`config.mk`:
```
export PLATFORM = sky130hd
export DESIGN_NAME = fft_input_loader
export DESIGN_NICKNAME = d
export VERILOG_FILES = /design/src/rtl/fft_input_loader.sv
export SDC_FILE = /design/constraint.sdc
export NUM_CORES = 1
export LEC_CHECK = 0
export BUFFER_PORTS_ARGS = -buffer_cell sky130_fd_sc_hd__buf_2
export CELL_PAD_IN_SITES_DETAIL_PLACEMENT = 1
export CELL_PAD_IN_SITES_GLOBAL_PLACEMENT = 1
export CORE_MARGIN = 4
export CORE_UTILIZATION = 38
export DETAILED_ROUTE_END_ITERATION = 10
export GPL_TIMING_DRIVEN = 0
export PLACE_DENSITY_LB_ADDON = 0.1
export SETUP_SLACK_MARGIN = 0.05
export SLEW_MARGIN = 40
export SYNTH_ARGS = -nofsm -noshare
export SYNTH_HDL_FRONTEND = slang
export SYNTH_SLANG_ARGS = --single-unit
```
`constraint.sdc`:
```
create_clock -name clk -period 3.1 [get_ports clk]
set_input_delay 0.93 -clock clk [delete_from_list [all_inputs] [get_ports clk]]
set_output_delay 0.93 -clock clk [all_outputs]
set_load 0.01 [all_outputs]
```
`src/rtl/fft_input_loader.sv`:
```
// -----------------------------------------------------------------------------
// fft_input_loader
//
// Front end of the FFT sample memory. Accepts a valid/ready stream of complex
// samples and writes one frame of FFT_POINTS samples into the write port of
// the dual-port sample memory. Once a full frame is resident, frame_ready is
// raised and the source is held off until the FFT core pulses frame_ack.
//
// Build option:
//   FFT_LOADER_BITREV_EN  defined   -> write address is the bit reversal of
//                                      the sample count, so the butterfly
//                                      engine can read in natural order
//                         undefined -> write address equals the sample count
//
// Ports:
//   clk, rst_n            clock, asynchronous active-low reset
//   s_valid/s_ready       sample stream handshake (s_ready is registered)
//   s_real, s_imag        sample payload
//   s_last                source's end-of-frame marker
//   mem_we, mem_addr      memory write strobe and address
//   mem_real, mem_imag    memory write data
//   frame_ready           level: a complete frame sits in memory
//   frame_ack             1-cycle pulse from the core: frame consumed
//   len_err               1-cycle pulse: s_last disagreed with sample count
//   frame_cnt             completed frames, wraps 255 -> 0
//
// Every output is a flop, so there is no combinational input-to-output path.
// -----------------------------------------------------------------------------
module fft_input_loader #(
  parameter int DATA_WIDTH = 16,
  parameter int FFT_POINTS = 64,
  parameter int ADDR_WIDTH = 6
) (
  input  logic                  clk,
  input  logic                  rst_n,
  input  logic                  s_valid,
  output logic                  s_ready,
  input  logic [DATA_WIDTH-1:0] s_real,
  input  logic [DATA_WIDTH-1:0] s_imag,
  input  logic                  s_last,
  output logic                  mem_we,
  output logic [ADDR_WIDTH-1:0] mem_addr,
  output logic [DATA_WIDTH-1:0] mem_real,
  output logic [DATA_WIDTH-1:0] mem_imag,
  output logic                  frame_ready,
  input  logic                  frame_ack,
  output logic                  len_err,
  output logic [7:0]            frame_cnt
);

  typedef enum logic {
    LOAD = 1'b0,
    FULL = 1'b1
  } state_t;

  localparam logic [ADDR_WIDTH-1:0] LAST_CNT = ADDR_WIDTH'(FFT_POINTS - 1);

  // Maps the in-frame sample index to its memory location.
  function automatic logic [ADDR_WIDTH-1:0] addr_of(input logic [ADDR_WIDTH-1:0] cnt);
    logic [ADDR_WIDTH-1:0] v_addr;
`ifdef FFT_LOADER_BITREV_EN
    for (int b = 0; b < ADDR_WIDTH; b++) begin
      v_addr[b] = cnt[ADDR_WIDTH-1-b];
    end
`else
    v_addr = cnt;
`endif
    return v_addr;
  endfunction

  // Registered state and outputs
  state_t                r_state;
  logic [ADDR_WIDTH-1:0] r_count;
  logic                  r_s_ready;
  logic                  r_mem_we;
  logic [ADDR_WIDTH-1:0] r_mem_addr;
  logic [DATA_WIDTH-1:0] r_mem_real;
  logic [DATA_WIDTH-1:0] r_mem_imag;
  logic                  r_frame_ready;
  logic                  r_len_err;
  logic [7:0]            r_frame_cnt;

  // Next-state values
  state_t                w_state_next;
  logic [ADDR_WIDTH-1:0] w_count_next;
  logic                  w_hs;
  logic                  w_mem_we_next;
  logic [ADDR_WIDTH-1:0] w_mem_addr_next;
  logic [DATA_WIDTH-1:0] w_mem_real_next;
  logic [DATA_WIDTH-1:0] w_mem_imag_next;
  logic                  w_len_err_next;
  logic [7:0]            w_frame_cnt_next;

  // The handshake uses the registered ready, which is only high in LOAD.
  assign w_hs = s_valid && r_s_ready;

  always_comb begin
    // NOTE: every signal gets a default before the case statement so no path
    // leaves it unassigned; otherwise synthesis would infer a latch.
    w_state_next     = r_state;
    w_count_next     = r_count;
    w_mem_we_next    = 1'b0;
    w_mem_addr_next  = r_mem_addr;
    w_mem_real_next  = r_mem_real;
    w_mem_imag_next  = r_mem_imag;
    w_len_err_next   = 1'b0;
    w_frame_cnt_next = r_frame_cnt;

    unique case (r_state)
      LOAD: begin
        if (w_hs) begin
          w_mem_we_next   = 1'b1;
          w_mem_addr_next = addr_of(r_count);
          w_mem_real_next = s_real;
          w_mem_imag_next = s_imag;
          if (r_count == LAST_CNT) begin
            // Frame complete regardless of s_last; a missing marker is
            // flagged but the frame is still handed to the core.
            w_state_next     = FULL;
            w_count_next     = '0;
            w_frame_cnt_next = r_frame_cnt + 8'd1;
            w_len_err_next   = !s_last;
          end else if (s_last) begin
            // Early marker: abandon the partial frame, restart at index 0.
            w_count_next   = '0;
            w_len_err_next = 1'b1;
          end else begin
            w_count_next = r_count + 1'b1;
          end
        end
      end
      FULL: begin
        if (frame_ack) begin
          w_state_next = LOAD;
        end
      end
      default: w_state_next = LOAD;
    endcase
  end

  // NOTE: sequential state uses non-blocking assignments so all flops update
  // together from values sampled before the edge.
  always_ff @(posedge clk or negedge rst_n) begin
    if (!rst_n) begin
      r_state       <= LOAD;
      r_count       <= '0;
      r_s_ready     <= 1'b0;
      r_mem_we      <= 1'b0;
      r_mem_addr    <= '0;
      r_mem_real    <= '0;
      r_mem_imag    <= '0;
      r_frame_ready <= 1'b0;
      r_len_err     <= 1'b0;
      r_frame_cnt   <= '0;
    end else begin
      r_state       <= w_state_next;
      r_count       <= w_count_next;
      // Ready and frame_ready follow the next state so they change on the
      // same edge that moves the FSM.
      r_s_ready     <= (w_state_next == LOAD);
      r_frame_ready <= (w_state_next == FULL);
      r_mem_we      <= w_mem_we_next;
      r_mem_addr    <= w_mem_addr_next;
      r_mem_real    <= w_mem_real_next;
      r_mem_imag    <= w_mem_imag_next;
      r_len_err     <= w_len_err_next;
      r_frame_cnt   <= w_frame_cnt_next;
    end
  end

  assign s_ready     = r_s_ready;
  assign mem_we      = r_mem_we;
  assign mem_addr    = r_mem_addr;
  assign mem_real    = r_mem_real;
  assign mem_imag    = r_mem_imag;
  assign frame_ready = r_frame_ready;
  assign len_err     = r_len_err;
  assign frame_cnt   = r_frame_cnt;

endmodule
```
==> impl_metrics.csv, run 1 <==
group,metric,value,unit
clock_tree,clock_latency,0.31,ns
floorplan,start_util,0.401,
power,clkPwrFrac,0.318,
clock_tree,htreeDepth,2,
power,p_leak,1.64,nW
synthesis,ys_seq_area_frac,0.620,
grt,grt_usage,0.160,
sta,hold_viol,0,
route,drt-initial-drc-count,43,
sta,fmax,526,MHz
sta,slew_viol_final,0,
synthesis,synth_seq_cells,56,
place,dp_hpwl,4060,um
floorplan,dieArea,7240,um^2
place,io_buffers,86,
grt,grt_start_max_net_pins,57,
route,drt_first_pass_iters,4,
floorplan,io_pins,87,
sta,finalCritPeriodShare,0.613,
min_path,hold_path.class,"reg2reg",
worst_setup_path,crit_required,2.17,ns
route,num_vias,1900,
grt,grt_overflow,0,
synthesis,avgSynthCellArea,9.49,um^2
worst_setup_path,crit_path_cell_trace,"buf_2",
worst_setup_path,critPathMaxStageDelay,0.48,ns
clock_tree,root_buffer,"clkbuf_8",
clock_tree,path_clk_slew,0.10,ns
power,power_frac_seq,0.549,
sta,whs,0.481,ns
place,pre_cts_slack,0.997,ns
worst_setup_path,crit_arrival,0.97,ns
final_layout,drive_above_1_share,0.316,
synthesis,syn-num-nets,277,
floorplan,die_y,85.1,um
clock_tree,post_cts_buffers,0,
final_layout,layout_common_cells,"123 x nand2_1, 91 x buf_2, 56 x dfrtp_1, 7 x xnor2_1",
worst_setup_path,endpoint_kind,"output pin",
sta,min_period,1.90,ns
final_layout,diodes,0,
route,drc,0,
power,powerDensity,522,nW/um^2
sta,timing.final.ws_setup,1.20,ns
synthesis,syn-instance-count,238,
sta,rsz0062_at_grt,"no",
power,vdd_drop_max,0.000266,V
power,pwr-share-comb,0.134,
job,drv_cap,0,
status,status,"completed",
floorplan,core-area,5640,um^2
final_layout,fill_cells,727,
worst_setup_path,cpLargestDelayFamily,"flip-flops",
synthesis,synth_area,2260,um^2
grt,grt_antenna_before_repair,0,
sta,setup-violations-final,0,
clock_tree,cts_hold_buf,0,
floorplan,die_w,85.1,um
final_layout,layout_commonest_cell,"nand2_1",
worst_setup_path,path_buf_inv,1,
synthesis,synth.distinct_cells,28,
final_layout,area_delta_synth_final,28.1,%
worst_setup_path,path_max_fanout,7,
sta,tightest_slew,0.701,ns
final_layout,final_cells,404,
worst_setup_path,slowest_stage,"dfrtp_1",
grt,grt_pass1_wl,9450,um
final_layout,final_net_count,370,
route,totalWireLength,5520,um
place,gp_congestion,0.729,
clock_tree,cts_sinks,56,
clock_tree,cts_tree,"done",
worst_setup_path,path_class,"reg2out",
worst_setup_path,crit_path_start_kind,"register",
route,ant_nets,0,
route,via_per_inst,4.70,
floorplan,rows,27,
power,p_int,1.11,mW
power,finalPower,1.51,mW
power,switching_share,0.265,
sta,worst_clock_skew,0.00369,ns
sta,max-slew-margin-rel,0.533,
clock_tree,cts_buffer_depth,2,
sta,setup_tns,0,ns
synthesis,yosysWarnings,0,
grt,first_global_vias,2056,
clock_tree,cts_resized,0,
route,wl_per_cell,13.7,um
place,post-place-cells,396,
power,power_switching,0.401,mW
clock_tree,cts_made_buffers,5,
-- power groups by stage --
stage               logic (mW)  registers (mW)  clock network [mW]
global route             0.231           0.840               0.526
detailed placement       0.209           0.845                   0
finish                   0.202           0.829               0.480
floorplan               0.0729           0.863                   0
CTS                      0.210           0.830               0.495
global placement         0.201           0.842                   0
-- stage by stage --
step / utilization / area (um^2)
detailed placement: 0.493 / 2780
finish: 0.513 / 2890
global placement: 0.493 / 2780
global route: 0.513 / 2890
CTS: 0.513 / 2890
floorplan: - / 2260
-- flip-flops by register name, summed over array words and instances, names as in the netlist, 6 cells and up --
name       count
frame_cnt      8
mem_addr       6
mem_imag      16
mem_real      16
r_count        6
-- area by class of cell --
type | instances | area, um^2 | area share
repair buffers | 86 | 433 | 0.150
clock inverters | 3 | 42.5 | 0.0147
inverters | 4 | 15.0 | 0.00519
well taps | 72 | 90.1 | 0.0311
multi-input cells | 169 | 802 | 0.277
clock buffers | 5 | 68.8 | 0.0238
flip-flops and latches | 56 | 1400 | 0.484
plain buffers | 9 | 41.3 | 0.0143
-- worst register-to-register path, delay by kind of cell (launching register included) --
kind / cells / cell delay, ns
simple gates: 2 / 0.50
flops: 1 / 0.44
mux: 1 / 0.38
fa+ha+maj: 1 / 0.28
-- cells by family (layout without fill, tap and decap cells) --
logic type	after synthesis	in the layout	synth area share
simple gates	146	146	0.277
flops	56	56	0.620
buf+inv	13	107	0.0249
compound gates	12	12	0.0310
xor+xnor	8	8	0.0310
fa+ha+maj	2	2	0.0111
mux	1	1	0.00498
-- worst paths after layout --
| kind | from | end | slack, ns | cells past startpoint |
|---|---|---|---|---|
| setup reg to reg | r_count[0] | frame_cnt[1] | 1.39 | 4 |
| setup / recovery | frame_cnt[2] | frame_cnt[2] | 1.20 | 1 |
| max in group asynchronous | rst_n | frame_cnt[1] | 1.97 | 1 |
| hold / removal | frame_cnt[7] | frame_cnt[7] | 0.48 | 1 |
| min in group asynchronous | rst_n | mem_real[10] | 0.64 | 1 |
| hold reg to reg | frame_cnt[7] | frame_cnt[7] | 0.48 | 1 |
-- routing by layer --
layer  GRT usage  routed length (um)
met1       0.189                2340
met2       0.292                2770
met3      0.0350                 352
met4      0.0432                  53
met5           0                   0
-- cell usage after synthesis --
master / n / area (um^2)
buf_2: 6 / 30.0
o21ai_0: 5 / 25.0
and4_1: 2 / 17.5
nand3b_4: 1 / 20.0
a21o_1: 1 / 7.51
dfrtp_1: 56 / 1400
ha_1: 2 / 25.0
nand2_1: 123 / 462
inv_1: 4 / 15.0
nand3_2: 1 / 10.0
nand3_1: 5 / 25.0
nor4_1: 1 / 6.26
a31oi_1: 1 / 6.26
o31ai_1: 1 / 7.51
xor2_1: 1 / 8.76
xnor2_1: 7 / 61.3
nor3_1: 3 / 15.0
and2b_1: 1 / 7.51
a21oi_1: 3 / 15.0
nor2_1: 2 / 7.51
clkbuf_1: 3 / 11.3
nand4_1: 3 / 18.8
a32oi_1: 1 / 8.76
and3_1: 1 / 6.26
nor3_4: 1 / 16.3
and3_2: 1 / 7.51
and2_1: 1 / 6.26
mux2_2: 1 / 11.3
Note: power is estimated with default switching activity, not from simulation.
==> run 2, diff against run 1 <==
- ABC_AREA: not set -> 1
- CORE_UTILIZATION: 38 -> 35
- clock period: 3.1 -> 1.85 ns (I/O delays scaled with it)
==> run 2 against run 1 <==
Effect of this change:
- cell count is 8.9% higher
- clock-buffer cell count is 1 higher
- non-clock buffer count is 1 lower
- critical path depth is 7 higher
- wire length grew 7.4%
- critical endpoint is now frame_cnt[2]
==> impl_metrics.csv, run 2 <==
group,metric,value,unit
synthesis,yosys.area.top_type,"dfrtp_1",
route,drc,0,
clock_tree,cts_hold_buf,0,
clock_tree,htreeDepth,2,
power,clkPwrFrac,0.319,
worst_setup_path,crit_path_cell_trace,"ha_1 > nand2_2 > nor2_4 > nand2_4 > nor2_8 > inv_4 > nand2_1 > o21ai_2",
final_layout,layout_commonest_cell,"nand2_1",
place,dp_hpwl,4270,um
worst_setup_path,crit_arrival,1.71,ns
place,io_buffers,86,
clock_tree,clock_latency,0.31,ns
final_layout,design_area,3000,um^2
worst_setup_path,path_max_fanout,10,
power,power_frac_seq,0.547,
worst_setup_path,critPathMaxStageDelay,0.45,ns
route,met2WireLength,2970,um
power,pwr-share-comb,0.133,
power,p_leak,1.76,nW
sta,tightest_slew,0.728,ns
floorplan,start_util,0.366,
grt,first_global_vias,2095,
sta,fmax,664,MHz
synthesis,yosys.cell_count.top_type,"nand2_1",
final_layout,layout_common_cells,"145 x nand2_1, 92 x buf_2, 56 x dfrtp_1, 13 x inv_1, 8 x nor2_1",
status,status,"completed",
worst_setup_path,cp-startpoint,"r_count[0]",
floorplan,io_pins,87,
synthesis,syn-num-nets,308,
route,via_per_inst,4.56,
route,wl_per_cell,13.5,um
power,switching_share,0.258,
grt,grt_antenna_before_repair,0,
place,placed_area,2890,um^2
route,highest_layer,"met4",
sta,max-slew-margin-rel,0.515,
synthesis,synthTopCellsByCount,"145 x nand2_1, 56 x dfrtp_1, 13 x inv_1",
sta,timing.final.ws_setup,0.345,ns
final_layout,fill_cells,811,
sta,setup_tns,0,ns
synthesis,async_reset_ff_frac,1.00,
clock_tree,cts_made_buffers,5,
route,drt_first_pass_iters,4,
worst_setup_path,regToRegStartpoint,"r_count[0]",
worst_setup_path,endpoint_kind,"register",
final_layout,diodes,0,
floorplan,dieArea,8120,um^2
synthesis,synth_seq_cells,56,
route,wl_met1,2620,um
sta,setup-violations-final,0,
power,vdd_drop_max,0.000315,V
power,finalPower,2.49,mW
job,drv_cap,0,
synthesis,synth_area_leaders,"dfrtp_1 59%, nand2_1 23%, inv_1 2.1%",
clock_tree,path_clk_slew,0.10,ns
power,powerDensity,830,nW/um^2
final_layout,final_net_count,401,
power,p_int,1.85,mW
clock_tree,post_cts_buffers,0,
grt,grt_start_max_net_pins,57,
synthesis,synth_ff_type,"dfrtp_1",
min_path,hold_path.class,"in2async",
floorplan,die_y,90.1,um
sta,finalCritPeriodShare,0.814,
place,gp_congestion,0.763,
synthesis,ys_seq_area_frac,0.594,
sta,slew_viol_final,0,
sta,worst_clock_skew,0.00770,ns
route,ant_nets,0,
route,totalWireLength,5930,um
synthesis,synth-edff-count,0,
sta,whs,0.269,ns
grt,grt_pass1_wl,10100,um
synthesis,avgSynthCellArea,8.78,um^2
sta,rsz0062_at_grt,"no",
route,route.met3.wl,280,um
power,power_switching,0.643,mW
synthesis,synth_area,2360,um^2
clock_tree,cts_resized,0,
sta,min_period,1.51,ns
grt,grt_overflow,0,
final_layout,drive_above_1_share,0.311,
synthesis,syn-instance-count,269,
synthesis,synth.distinct_cells,23,
clock_tree,root_buffer,"clkbuf_8",
clock_tree,cts_buffer_depth,2,
final_layout,area_delta_synth_final,27.0,%
sta,hold_viol,0,
floorplan,core-area,6460,um^2
floorplan,rows,29,
clock_tree,cts_sinks,56,
worst_setup_path,crit_required,2.05,ns
worst_setup_path,slowest_stage,"dfrtp_1",
synthesis,yosysWarnings,0,
worst_setup_path,crit_path_start_kind,"register",
clock_tree,cts_tree,"done",
floorplan,die_w,90.1,um
route,drt-initial-drc-count,58,
worst_setup_path,path_class,"reg2reg",
route,num_vias,2006,
grt,grt_usage,0.152,
place,pre_cts_slack,0.356,ns
synthesis,yosysTopAreaCellShare,0.594,
[run 2: cell families after synthesis]
kind of cell / Yosys count / synth area share
xor+xnor: 5 / 0.0186
compound gates: 10 / 0.0244
simple gates: 172 / 0.307
fa+ha+maj: 2 / 0.0106
flops: 56 / 0.594
buf+inv: 24 / 0.0461
[run 2: stage by stage]
step | instances | utilization
CTS | 440 | 0.464
global route | 440 | 0.464
floorplan | 269 | -
finish | 440 | 0.464
detailed placement | 432 | 0.448
global placement | 432 | 0.447
[run 2: cell type report]
type / instances / area (um^2) / area share
buffer: 8 / 46.3 / 0.0154
clock buffer: 6 / 72.6 / 0.0242
clock inverter: 2 / 35.0 / 0.0117
inverter: 16 / 62.6 / 0.0209
multi-input combinational: 189 / 851 / 0.284
sequential: 56 / 1400 / 0.467
tap: 77 / 96.3 / 0.0321
timing repair buffer: 86 / 433 / 0.144
[run 2: path summary, 6_finish.rpt]
check	end	slack (ns)	depth (start not counted)
worst min-delay path	mem_imag[4]	0.27	1
worst max register to register	frame_cnt[2]	0.34	8
worst min register to register	mem_real[6]	0.48	2
worst max-delay path	frame_cnt[2]	0.34	8
max in group asynchronous	frame_cnt[7]	1.07	1
min in group clk	frame_ready	0.43	2
[run 2: power by group through the flow]
| stage | combinational (mW) | clock (mW) | sequential (mW) |
|---|---|---|---|
| after global routing | 0.381 | 0.882 | 1.38 |
| after floorplan | 0.119 | 0 | 1.42 |
| after global placement | 0.331 | 0 | 1.38 |
| after CTS | 0.344 | 0.826 | 1.36 |
| after detailed placement | 0.343 | 0 | 1.39 |
| final | 0.332 | 0.795 | 1.36 |
[run 2: routing by layer]
metal / vias up / GRT usage
li1: 1000 / -
met1: 955 / 0.184
met2: 46 / 0.266
met3: 5 / 0.0392
met4: 0 / 0.0421
met5: - / 0
[run 2: worst max-delay path: cells and delay by family, from the launching register on]
kind | cells | cell delay, ns
simple gates | 5 | 0.58
flops | 1 | 0.45
buf+inv | 1 | 0.08
compound gates | 1 | 0.05
fa+ha+maj | 1 | 0.23
==> run 3, diff against run 2 <==
- CORE_UTILIZATION: 35 -> 32
- clock period: 1.85 -> 1.3 ns (I/O delays scaled with it)
==> run 3 against run 2 <==
Effect of this change:
- the flow now finishes with violations (setup timing)
- power is 42% higher
- fmax grew 11%
- critical path type unchanged
- largest power group unchanged
- global-route usage is 0.83 points lower
- wire length rose by 6.2%
==> impl_metrics.csv, run 3 (synthesis results as in run 2) <==
group,metric,value,unit
final_layout,final_core_util,0.473,
sta,tightest_slew,0.328,ns
worst_setup_path,path_max_fanout,8,
grt,grt_usage,0.143,
route,drt_first_pass_iters,4,
clock_tree,clock_latency,0.31,ns
final_layout,drive_above_1_share,0.390,
place,dp_hpwl,4180,um
floorplan,die_w,93.9,um
final_layout,multi_input_area,883,um^2
floorplan,start_util,0.327,
worst_setup_path,crit_required,1.55,ns
sta,whs,0.258,ns
grt,grt_antenna_before_repair,0,
place,post-place-cells,454,
clock_tree,path_clk_slew,0.11,ns
power,powerDensity,1030,nW/um^2
clock_tree,root_buffer,"clkbuf_8",
sta,setup-violations-final,11,
grt,grt_use_met3,0.0377,
worst_setup_path,path_class,"reg2reg",
clock_tree,htreeDepth,2,
power,vdd_drop_max,0.000380,V
final_layout,ff_latch_area,1400,um^2
floorplan,dieArea,8820,um^2
final_layout,final_cells,496,
sta,worst_clock_skew,0.0157,ns
grt,first_global_vias,2149,
power,p_leak,1.97,nW
sta,fmax,737,MHz
route,drc,0,
worst_setup_path,crit_arrival,1.61,ns
final_layout,diodes,0,
sta,finalCritPeriodShare,1.04,
floorplan,rows,31,
sta,timing.final.ws_setup,-0.0573,ns
sta,rsz0062_at_grt,"yes",
route,wl_per_cell,12.7,um
job,drv_cap,0,
grt,met1_usage,0.188,
sta,min_period,1.36,ns
sta,hold_viol,0,
route,drt-initial-drc-count,69,
status,violations,"setup timing",
worst_setup_path,crit_path_start_kind,"register",
final_layout,final_net_count,435,
floorplan,io_pins,87,
sta,max-slew-margin-rel,0.780,
place,io_buffers,86,
grt,grt_pass1_wl,9980,um
final_layout,area_delta_synth_final,44.6,%
clock_tree,cts_made_buffers,5,
sta,slew_viol_final,0,
final_layout,layout_commonest_cell,"nand2_1",
route,ant_nets,0,
clock_tree,cts_tree,"done",
status,status,"finished with violations",
clock_tree,cts_buffer_depth,2,
floorplan,core-area,7210,um^2
clock_tree,cts_sinks,56,
worst_setup_path,endpoint_kind,"register",
route,totalWireLength,6300,um
final_layout,layout_common_cells,"139 x nand2_1, 76 x buf_2, 56 x dfrtp_1, 35 x buf_4, 14 x buf_6",
route,num_vias,2158,
route,via_per_inst,4.35,
grt,grtUsageMet2,0.237,
final_layout,fill_cells,922,
grt,grt_start_max_net_pins,57,
min_path,hold_path.class,"in2reg",
floorplan,die_y,93.9,um
power,finalPower,3.52,mW
grt,grt-busiest-layer,"met2",
place,gp_congestion,0.775,
grt,grt_overflow,0,
-- run 3: cell count changes in the layout (fill, tap and decap cells not counted), sizes merged --
cell,previous run,this run
buf,94,127
bufinv,1,0
clkinvlp,0,1
dlygate4sd3,0,1
-- run 3: per-stage QoR --
stage | TNS (ns) | worst slack, ns | area, um^2
final | -0.393 | -0.0573 | 3410
after global routing | -2.08 | -0.154 | 3410
after CTS | -0.608 | -0.0734 | 3150
after detailed placement | -1.50 | -0.153 | 2920
after global placement | -19.11 | -0.319 | 2920
after floorplan | 0 | 0.0274 | 2360
-- run 3: final cells by class --
class | instances | share of cell area
buffer | 8 | 0.0165
clock buffer | 6 | 0.0213
clock inverter | 2 | 0.00477
inverter | 16 | 0.0191
multi-input combinational | 189 | 0.259
sequential | 56 | 0.411
tap | 99 | 0.0363
timing repair buffer | 120 | 0.233
-- run 3: worst paths after layout --
kind                              from           end  slack [ns]  cells past startpoint
max                         r_count[0]  frame_cnt[4]       -0.06                      8
min                         s_imag[11]  mem_imag[11]        0.26                      3
max reg2reg                 r_count[0]  frame_cnt[4]       -0.06                      8
min reg2reg                mem_real[5]   mem_real[5]        0.49                      2
max in group asynchronous        rst_n    r_count[2]        0.33                      3
min in group asynchronous        rst_n  mem_imag[11]        0.49                      2
-- run 3: metal layers --
| metal | wire, um | vias up |
|---|---|---|
| met3 | 323 | 4 |
| met1 | 2740 | 1024 |
| met2 | 3190 | 56 |
| met5 | 0 | - |
| li1 | - | 1074 |
| met4 | 44 | 0 |
-- run 3: critical path, stage by stage (launching register included) --
cell and delay (ns):
dfrtp_1 0.38, ha_2 0.19, nand2_2 0.08, nor2_4 0.13, nand2_4 0.08, nor2_8 0.19, buf_12 0.14, nand2_2 0.04
nand2_1 0.06
-- run 3: what timing repair did --
item | in CTS | in global routing
gates resized for setup | 4 | 29
hold buffers | 0 | 1
setup buffers | 15 | 17
setup endpoints to repair | 44 | 93
endpoints found under the hold margin | 0 | 17
pin swaps | 3 | 2
-- run 3: report_power, final --
group	switching [mW]	total [mW]	internal [mW]
registers	0.0749	1.94	1.87
clock network	0.585	0.971	0.385
logic	0.310	0.614	0.304
total	0.970	3.52	2.55
